[config.mk]
export PLATFORM = sky130hd
export DESIGN_NAME = decode_stage
export DESIGN_NICKNAME = d
export VERILOG_FILES = /design/src/rtl/decode_stage.sv
export SDC_FILE = /design/constraint.sdc
export NUM_CORES = 1
export LEC_CHECK = 0
export ABC_AREA = 1
export CELL_PAD_IN_SITES_DETAIL_PLACEMENT = 0
export CELL_PAD_IN_SITES_GLOBAL_PLACEMENT = 1
export CORE_MARGIN = 4
export CORE_UTILIZATION = 40
export CTS_CLUSTER_SIZE = 24
export DETAILED_ROUTE_END_ITERATION = 10
export MAX_ROUTING_LAYER = met4
export PLACE_DENSITY = 0.94
export SLEW_MARGIN = 20
export SYNTH_ARGS = -nofsm -noshare
export SYNTH_HDL_FRONTEND = slang
export SYNTH_SLANG_ARGS = --single-unit
[constraint.sdc]
create_clock -name clk -period 11.7 [get_ports clk]
set_input_delay 2.34 -clock clk [delete_from_list [all_inputs] [get_ports clk]]
set_output_delay 2.34 -clock clk [all_outputs]
set_load 0.01 [all_outputs]
[src/rtl/decode_stage.sv]
// Registered RV32I decode stage with valid/ready handshake and a one-entry skid buffer.
// Optional M-extension decode enabled by defining DECODE_STAGE_MULDIV_EN.
module decode_stage #(
  parameter int unsigned     XLEN         = 32,
  parameter logic [XLEN-1:0] RESET_PC_OUT = '0
) (
  input  logic            clk,
  input  logic            rst,
  input  logic            flush,
  input  logic            in_valid,
  output logic            in_ready,
  input  logic [31:0]     in_ins,
  input  logic [XLEN-1:0] in_pc,
  output logic            out_valid,
  input  logic            out_ready,
  output logic [XLEN-1:0] out_pc,
  output logic [4:0]      rs1,
  output logic [4:0]      rs2,
  output logic [4:0]      rd,
  output logic            rd_we,
  output logic [3:0]      alu_op,
  output logic            mem_en,
  output logic [3:0]      mem_op,
  output logic [1:0]      opa_sel,
  output logic            opb_sel,
  output logic [3:0]      br_op,
  output logic [XLEN-1:0] imm,
  output logic            muldiv,
  output logic            illegal
);

  localparam logic [6:0] OPC_LOAD   = 7'b0000011;
  localparam logic [6:0] OPC_STORE  = 7'b0100011;
  localparam logic [6:0] OPC_BRANCH = 7'b1100011;
  localparam logic [6:0] OPC_JALR   = 7'b1100111;
  localparam logic [6:0] OPC_JAL    = 7'b1101111;
  localparam logic [6:0] OPC_OPIMM  = 7'b0010011;
  localparam logic [6:0] OPC_OP     = 7'b0110011;
  localparam logic [6:0] OPC_LUI    = 7'b0110111;
  localparam logic [6:0] OPC_AUIPC  = 7'b0010111;
  localparam logic [6:0] OPC_FENCE  = 7'b0001111;
  localparam logic [6:0] OPC_SYSTEM = 7'b1110011;

  typedef struct packed {
    logic [4:0]      rs1;
    logic [4:0]      rs2;
    logic [4:0]      rd;
    logic            rd_we;
    logic [3:0]      alu_op;
    logic            mem_en;
    logic [3:0]      mem_op;
    logic [1:0]      opa_sel;
    logic            opb_sel;
    logic [3:0]      br_op;
    logic [XLEN-1:0] imm;
    logic            muldiv;
    logic            illegal;
  } bundle_t;

  logic            skid_valid;
  logic [31:0]     skid_ins;
  logic [XLEN-1:0] skid_pc;
  logic [31:0]     src_ins;
  logic [XLEN-1:0] src_pc;
  logic            load;
  logic [6:0]      opcode;
  logic [2:0]      f3;
  logic [6:0]      f7;
  logic [31:0]     imm_i, imm_s, imm_b, imm_u, imm_j;
  logic            bad;
  bundle_t         dec;
  bundle_t         bundle_q;
  logic [XLEN-1:0] pc_q;

  assign in_ready = !skid_valid;
  assign load     = !out_valid || out_ready;
  assign src_ins  = skid_valid ? skid_ins : in_ins;
  assign src_pc   = skid_valid ? skid_pc : in_pc;

  assign opcode = src_ins[6:0];
  assign f3     = src_ins[14:12];
  assign f7     = src_ins[31:25];

  // Raw 32-bit immediates; sign extension to XLEN happens on selection.
  assign imm_i = {{20{src_ins[31]}}, src_ins[31:20]};
  assign imm_s = {{20{src_ins[31]}}, src_ins[31:25], src_ins[11:7]};
  assign imm_b = {{19{src_ins[31]}}, src_ins[31], src_ins[7], src_ins[30:25], src_ins[11:8], 1'b0};
  assign imm_u = {src_ins[31:12], 12'h000};
  assign imm_j = {{11{src_ins[31]}}, src_ins[31], src_ins[19:12], src_ins[20], src_ins[30:21], 1'b0};

  always_comb begin
    dec     = '0;
    bad     = 1'b0;
    dec.rs1 = src_ins[19:15];
    dec.rs2 = src_ins[24:20];
    dec.rd  = src_ins[11:7];
    case (opcode)
      OPC_LOAD: begin
        bad         = (f3 == 3'b011) || (f3 == 3'b110) || (f3 == 3'b111);
        dec.rd_we   = 1'b1;
        dec.mem_en  = 1'b1;
        dec.mem_op  = {1'b0, f3};
        dec.opb_sel = 1'b1;
        dec.imm     = XLEN'($signed(imm_i));
      end
      OPC_STORE: begin
        bad         = (f3 > 3'b010);
        dec.mem_en  = 1'b1;
        dec.mem_op  = {1'b1, f3};
        dec.opb_sel = 1'b1;
        dec.imm     = XLEN'($signed(imm_s));
      end
      OPC_BRANCH: begin
        bad       = (f3 == 3'b010) || (f3 == 3'b011);
        dec.br_op = {1'b1, f3};
        dec.imm   = XLEN'($signed(imm_b));
      end
      OPC_JALR: begin
        bad         = (f3 != 3'b000);
        dec.rd_we   = 1'b1;
        dec.br_op   = 4'b1011;
        dec.opb_sel = 1'b1;
        dec.imm     = XLEN'($signed(imm_i));
      end
      OPC_JAL: begin
        dec.rd_we   = 1'b1;
        dec.br_op   = 4'b1010;
        dec.opa_sel = 2'b01;
        dec.opb_sel = 1'b1;
        dec.imm     = XLEN'($signed(imm_j));
      end
      OPC_OPIMM: begin
        bad = ((f3 == 3'b001) && (f7 != 7'b0000000)) ||
              ((f3 == 3'b101) && (f7 != 7'b0000000) && (f7 != 7'b0100000));
        dec.rd_we   = 1'b1;
        dec.alu_op  = {(f3 == 3'b101) ? f7[5] : 1'b0, f3};
        dec.opb_sel = 1'b1;
        dec.imm     = XLEN'($signed(imm_i));
      end
      OPC_OP: begin
        dec.rd_we = 1'b1;
        if (f7 == 7'b0000000) begin
          dec.alu_op = {1'b0, f3};
        end else if ((f7 == 7'b0100000) && ((f3 == 3'b000) || (f3 == 3'b101))) begin
          dec.alu_op = {1'b1, f3};
        end
`ifdef DECODE_STAGE_MULDIV_EN
        else if (f7 == 7'b0000001) begin
          dec.alu_op = {1'b0, f3};
          dec.muldiv = 1'b1;
        end
`endif
        else begin
          bad = 1'b1;
        end
      end
      OPC_LUI: begin
        dec.rd_we   = 1'b1;
        dec.opa_sel = 2'b10;
        dec.opb_sel = 1'b1;
        dec.imm     = XLEN'($signed(imm_u));
      end
      OPC_AUIPC: begin
        dec.rd_we   = 1'b1;
        dec.opa_sel = 2'b01;
        dec.opb_sel = 1'b1;
        dec.imm     = XLEN'($signed(imm_u));
      end
      OPC_FENCE, OPC_SYSTEM: begin
      end
      default: bad = 1'b1;
    endcase
    if (dec.rd == 5'd0) dec.rd_we = 1'b0;
    // Illegal encodings keep register fields but carry no side effects.
    if (bad) begin
      dec.rd_we   = 1'b0;
      dec.alu_op  = '0;
      dec.mem_en  = 1'b0;
      dec.mem_op  = '0;
      dec.opa_sel = '0;
      dec.opb_sel = 1'b0;
      dec.br_op   = '0;
      dec.imm     = '0;
      dec.muldiv  = 1'b0;
      dec.illegal = 1'b1;
    end
  end

  // Output register plus skid entry; flush outranks any transfer.
  always_ff @(posedge clk or posedge rst) begin
    if (rst) begin
      out_valid  <= 1'b0;
      skid_valid <= 1'b0;
      skid_ins   <= '0;
      skid_pc    <= '0;
      bundle_q   <= '0;
      pc_q       <= RESET_PC_OUT;
    end else if (flush) begin
      out_valid  <= 1'b0;
      skid_valid <= 1'b0;
    end else if (load) begin
      out_valid  <= skid_valid || in_valid;
      skid_valid <= 1'b0;
      if (skid_valid || in_valid) begin
        bundle_q <= dec;
        pc_q     <= src_pc;
      end
    end else if (in_valid && !skid_valid) begin
      skid_valid <= 1'b1;
      skid_ins   <= in_ins;
      skid_pc    <= in_pc;
    end
  end

  assign out_pc  = pc_q;
  assign rs1     = bundle_q.rs1;
  assign rs2     = bundle_q.rs2;
  assign rd      = bundle_q.rd;
  assign rd_we   = bundle_q.rd_we;
  assign alu_op  = bundle_q.alu_op;
  assign mem_en  = bundle_q.mem_en;
  assign mem_op  = bundle_q.mem_op;
  assign opa_sel = bundle_q.opa_sel;
  assign opb_sel = bundle_q.opb_sel;
  assign br_op   = bundle_q.br_op;
  assign imm     = bundle_q.imm;
  assign muldiv  = bundle_q.muldiv;
  assign illegal = bundle_q.illegal;

endmodule

==> results of run 1 <==
[cell usage after synthesis, types with 9 or more instances]
cell type	n	area, um^2
dfrtp_1	163	4080
o21ai_0	153	766
clkbuf_1	37	139
nand2_2	12	75.1
nor2_2	9	56.3
inv_1	89	334
nand3_1	27	135
nand2_1	426	1600
nor2_1	31	116
[how the worst min path moves through the flow]
stage	from	to	cells after the start	slack (ns)
floorplan	skid_ins[20]	skid_ins[20]	2	0.45
global placement	skid_ins[20]	skid_ins[20]	2	0.46
detailed placement	rs1[1]	rs1[1]	2	0.46
CTS	skid_ins[20]	skid_ins[20]	2	0.48
global route	br_op[1]	br_op[1]	2	0.49
finish	alu_op[2]	alu_op[2]	2	0.48
[per-layer routing]
metal  part of all wire, %  wire, um
met5                     0         0
met2                    48     10200
met4                   2.6       538
met1                    46      9590
met3                   3.6       750
[power by group]
part | switching (uW) | leakage [uW] | internal, uW | total [uW]
registers | 44.9 | 0.00211 | 647 | 692
clock network | 241 | 0.000272 | 302 | 543
logic | 128 | 0.00278 | 116 | 244
total | 414 | 0.00516 | 1070 | 1480
[cells by family (layout without fill, tap and decap cells)]
family	count (synthesis)	after routing	share of synthesized area, %
AOI/OAI and AO/OA	175	175	11.8
buffers and inverters	148	299	8.42
DFF	163	163	51.7
muxes	5	5	0.713
other	1	1	0.0475
and+or+nand+nor	524	524	27.4
[cell type report]
class | instances | area, um^2 | share of cell area [%]
tap | 265 | 332 | 3.25
clock buffer | 19 | 443 | 4.34
timing repair buffer | 172 | 1710 | 16.7
sequential | 163 | 4080 | 40.0
inverter | 95 | 364 | 3.57
clock inverter | 13 | 126 | 1.24
multi-input combinational | 705 | 3160 | 30.9
[through the flow]
step	std cells	utilization (%)
CTS	1432	52.5
finish	1432	52.5
floorplan	1016	-
detailed placement	1400	49.5
global route	1432	52.5
global placement	1400	49.5
[worst min-delay path, stage by stage (launching register included)]
cell,delay (ns)
dfrtp_1,0.34
nand2_1,0.05
nand2_1,0.06
[registers in the layout, indices dropped and copies added (netlist names)]
signal,count
skid_ins,32
skid_pc,32
br_op,4
opa_sel,2
illegal,1
rd_we,1
alu_op,4
rs1,5
imm,32
rd,5
out_valid,1
rs2,5
mem_en,1
mem_op,4
out_pc,32
skid_valid,1
opb_sel,1
==> impl_metrics.json, run 1 <==
{
  "cts_max_level": 4,
  "grt_pass1_wl_mm": 34.7,
  "path_depth": 11,
  "slowest_delay_ns": 0.59,
  "timing.final.crit_share_pct": 38.9,
  "ys_ff_latch": 163,
  "setup_viol": 0,
  "first_global_vias": 6688,
  "crit_end": "imm[28]",
  "syn-instance-count": 1016,
  "maxSlewViolCount": 0,
  "rows": 51,
  "drive_above_1_share_pct": 7.11,
  "grtUsageMet2_pct": 31.5,
  "cts_setup_buffers": 0,
  "syn_to_final_growth_pct": 29.4,
  "synth_area_um2": 7890,
  "cap_violations": 0,
  "hold_buffers": 0,
  "cts_tree": "yes",
  "drt_pass1_iterations": 5,
  "r2r_cells": 6,
  "fin_setup_tns_ns": 0,
  "p_leak_uw": 0.00516,
  "hold_slack_ns": 0.477,
  "final_common_cell": "nand2_1",
  "fin_skew_ns": 0.0143,
  "die_y_um": 148,
  "insertedDiodeCount": 0,
  "cts_num_sinks": 163,
  "cts_buffers": 17,
  "ys_seq_area_share_pct": 51.7,
  "cts-resized-gates": 0,
  "end_kind": "flop",
  "nFillCells": 1860,
  "start_util_pct": 40.6,
  "required_ns": 12.01,
  "avgSynthCellArea_um2": 7.77,
  "max_freq_mhz": 220,
  "r2r_slack_ns": 8.23,
  "vdd_drop_max_v": 0.0000796,
  "hpwl_mm": 14.6,
  "postLayoutCellArea_um2": 10200,
  "critPathLaunch": "in_ins[5]",
  "synthDistinctLibCells": 37,
  "crit_path_cell_trace": "clkdlybuf4s50_1, nand2_1, nand2_1, nand2_2, nor2_2, nand2_1, nand3_1, nand2_1, o311ai_0, nand2_1, nand2_1",
  "synth_edf_count": 0,
  "cp_max_fo": 20,
  "gp_congestion": 0.883,
  "pin_count": 169,
  "path_delay_family": "simple AND/OR/NAND/NOR gates",
  "die_w_um": 148,
  "antenna_found_initial": 0,
  "clk_pin_slew_ns": 0.07,
  "fin_crit_ns": 4.55,
  "powerDensity_nw_per_um2": 145,
  "layout.nets": 1223,
  "cpMostUsedCell": "nand2_1",
  "mostFrequentLayoutCells": "nand2_1 (425), clkdlybuf4s50_1 (167), dfrtp_1 (163)",
  "dpl_worst_slack_ns": 6.73,
  "grt_util_met3_pct": 3.17,
  "via_per_inst": 4.81,
  "clock_latency_ns": 0.42,
  "ys.flop_type": "dfrtp_1",
  "wl_per_cell_um": 14.7,
  "cp.arrival_ns": 4.87,
  "cp_num_buf_inv": 1,
  "setup_ws_ns": 7.15,
  "start_kind": "primary input",
  "status": "complete, no violations",
  "drt_iter0_drc": 501,
  "grt_busiest_layer": "met2",
  "slew_headroom_pct": 37.4,
  "worst_pin_slew_ns": 0.938,
  "rsz0062_at_grt": "false",
  "grt-ovfl-total": 0,
  "drtAntennaViolNets": 0,
  "use_met1_pct": 26.9,
  "wl_mm": 21.0,
  "cts.path.max_buffers": 2,
  "dieArea_um2": 22000,
  "yosys_warnings": 0,
  "drc_errors": 0,
  "clock-root-buffer": "clkbuf_16",
  "synth_nets": 1085,
  "grt_use_total_pct": 20.3,
  "route.vias.total": 6883,
  "portBuffers": 167,
  "cp_slowest_cell": "nand2_1",
  "grt_max_degree": 106,
  "dpl-instance-area_um2": 9640,
  "p_total_uw": 1480,
  "hold_path.class": "flop to flop",
  "core_um2": 19500,
  "worstReg2RegStart": "skid_valid",
  "hold_viol": 0,
  "async_flop_share_pct": 100,
  "path_class": "primary input to flop",
  "timing.rr.end": "skid_ins[5]"
}
No activity file was read; power rests on OpenSTA's default activity.
==> inputs of run 2 (changes only) <==
Settings changed: CORE_UTILIZATION 40 to 34, PLACE_DENSITY 0.94 to 0.86.
Clock period 11.7 ns to 3.8 ns, I/O delays scaled along.
==> run 2 against run 1 <==
Net effect:
- first-iteration DRC count increased by 9.6%
- largest power group unchanged
- total power increased to 3.2 times the previous value
- clock power rose to 3.3 times the previous value
- combinational power grew to 3.2 times the previous value
- register-to-register slack got worse by 7.3 ns
- critical path type is now flop to flop
- sequential share of layout area shrank 0.80 points
==> impl_metrics.json, run 2 (synthesized netlist as in run 1, its figures left out) <==
{
  "status": "complete, no violations",
  "drt_iter0_drc": 549,
  "cp_slowest_cell": "buf_4",
  "fin_skew_ns": 0.0113,
  "p_leak_uw": 0.00525,
  "cts-resized-gates": 0,
  "r2r_slack_ns": 0.88,
  "mostFrequentLayoutCells": "nand2_1 (425), clkdlybuf4s50_1 (167), dfrtp_1 (163)",
  "cp_max_fo": 52,
  "cts_tree": "yes",
  "grt-ovfl-total": 0,
  "core_um2": 22700,
  "via_per_inst": 4.74,
  "drc_errors": 0,
  "hpwl_mm": 15.8,
  "cpMostUsedCell": "nand2_1",
  "multi_input_area_um2": 3160,
  "rsz0062_at_grt": "false",
  "required_ns": 4.16,
  "cts_max_level": 4,
  "grt_use_total_pct": 17.9,
  "first_global_vias": 6732,
  "wl_mm": 22.2,
  "die_y_um": 160,
  "clock_latency_ns": 0.43,
  "start_util_pct": 34.8,
  "powerDensity_nw_per_um2": 452,
  "nFillCells": 2248,
  "cap_violations": 0,
  "drive_above_1_share_pct": 7.83,
  "final_util_pct": 45.9,
  "clk_pin_slew_ns": 0.08,
  "cts_num_sinks": 163,
  "cts.path.max_buffers": 2,
  "path_class": "flop to flop",
  "layout.nets": 1231,
  "cts_setup_buffers": 0,
  "cts_buffers": 17,
  "dpl_worst_slack_ns": 0.544,
  "portBuffers": 167,
  "max_freq_mhz": 343,
  "final_common_cell": "nand2_1",
  "antenna_found_initial": 2,
  "rows": 55,
  "regArea_um2": 4080,
  "cp.arrival_ns": 3.28,
  "start_kind": "flop",
  "die_w_um": 160,
  "syn_to_final_growth_pct": 32.0,
  "worst_pin_slew_ns": 0.896,
  "pin_count": 169,
  "maxSlewViolCount": 0,
  "hold_buffers": 0,
  "setup_ws_ns": 0.883,
  "hold_slack_ns": 0.480,
  "setup_viol": 0,
  "timing.final.crit_share_pct": 76.8,
  "drt_pass1_iterations": 6,
  "gp_congestion": 0.890,
  "crit_path_cell_trace": "buf_4, nand2_1, nand2_1, nand3_1, nor2_2, nor2_2, nand3_4, nand3_4, nor2_8, nand2_1, nand2_1",
  "p_total_uw": 4710,
  "wl_per_cell_um": 15.2,
  "slowest_delay_ns": 0.47,
  "drtAntennaViolNets": 0,
  "slew_headroom_pct": 40.2,
  "hold_viol": 0,
  "clock-root-buffer": "clkbuf_16",
  "route.vias.total": 6937,
  "end_kind": "flop",
  "grt_pass1_wl_mm": 36.2,
  "dieArea_um2": 25700,
  "hold_path.class": "flop to flop",
  "vdd_drop_max_v": 0.000258,
  "fin_crit_ns": 2.92,
  "fin_setup_tns_ns": 0,
  "grt_max_degree": 139
}
-- run 2: changes by cell type in the layout (fill, tap and decap cells not counted) --
cell / previous run / this run
clkbuf_8: 1 / 0
clkinv_2: 2 / 0
clkinv_8: 0 / 3
inv_6: 4 / 3
clkinv_4: 3 / 1
clkinvlp_4: 3 / 2
buf_4: 5 / 7
buf_12: 0 / 6
clkbuf_1: 1 / 0
diode_2: 0 / 2
inv_8: 1 / 6
-- run 2: stage by stage --
stage	area, um^2	instances
final	10400	1462
after detailed placement	9800	1428
after global placement	9800	1428
after floorplan	7900	1016
after CTS	10400	1460
after global routing	10400	1462
-- run 2: final timing paths --
check	startpoint	end	cells after the start
max in group asynchronous	rst	imm[12]	3
worst min register to register	rs1[4]	rs1[4]	2
min in group asynchronous	rst	out_pc[21]	2
worst max register to register	skid_valid	imm[2]	11
worst min-delay path	rs1[4]	rs1[4]	2
worst max-delay path	skid_valid	imm[2]	11
-- run 2: area by class of cell --
type	instances	area share, %
antenna	2	0.0480
clock buffer	17	4.08
clock inverter	15	1.81
inverter	95	3.48
multi-input combinational	705	30.3
sequential	163	39.1
tap	285	3.42
timing repair buffer	180	17.7
-- run 2: power breakdown --
group | internal (uW) | total [uW] | switching, uW
clock network | 954 | 1810 | 852
registers | 1990 | 2130 | 138
logic | 370 | 770 | 400
-- run 2: critical path, delay by kind of cell, from the launching register on --
kind          cells  cell delay, ns
buf+inv           1            0.47
simple gates     10            1.98
flops             1            0.38
-- run 2: metal layers --
layer / vias up / global-route usage, % / wire length, um / part of all wire, %
met1: 3241 / 24.1 / 10100 / 45
met5: - / - / 0 / 0
met3: 33 / 3.82 / 1160 / 5.2
met2: 186 / 27.2 / 10400 / 47
met4: 0 / 5.98 / 543 / 2.4
li1: 3477 / - / - / -
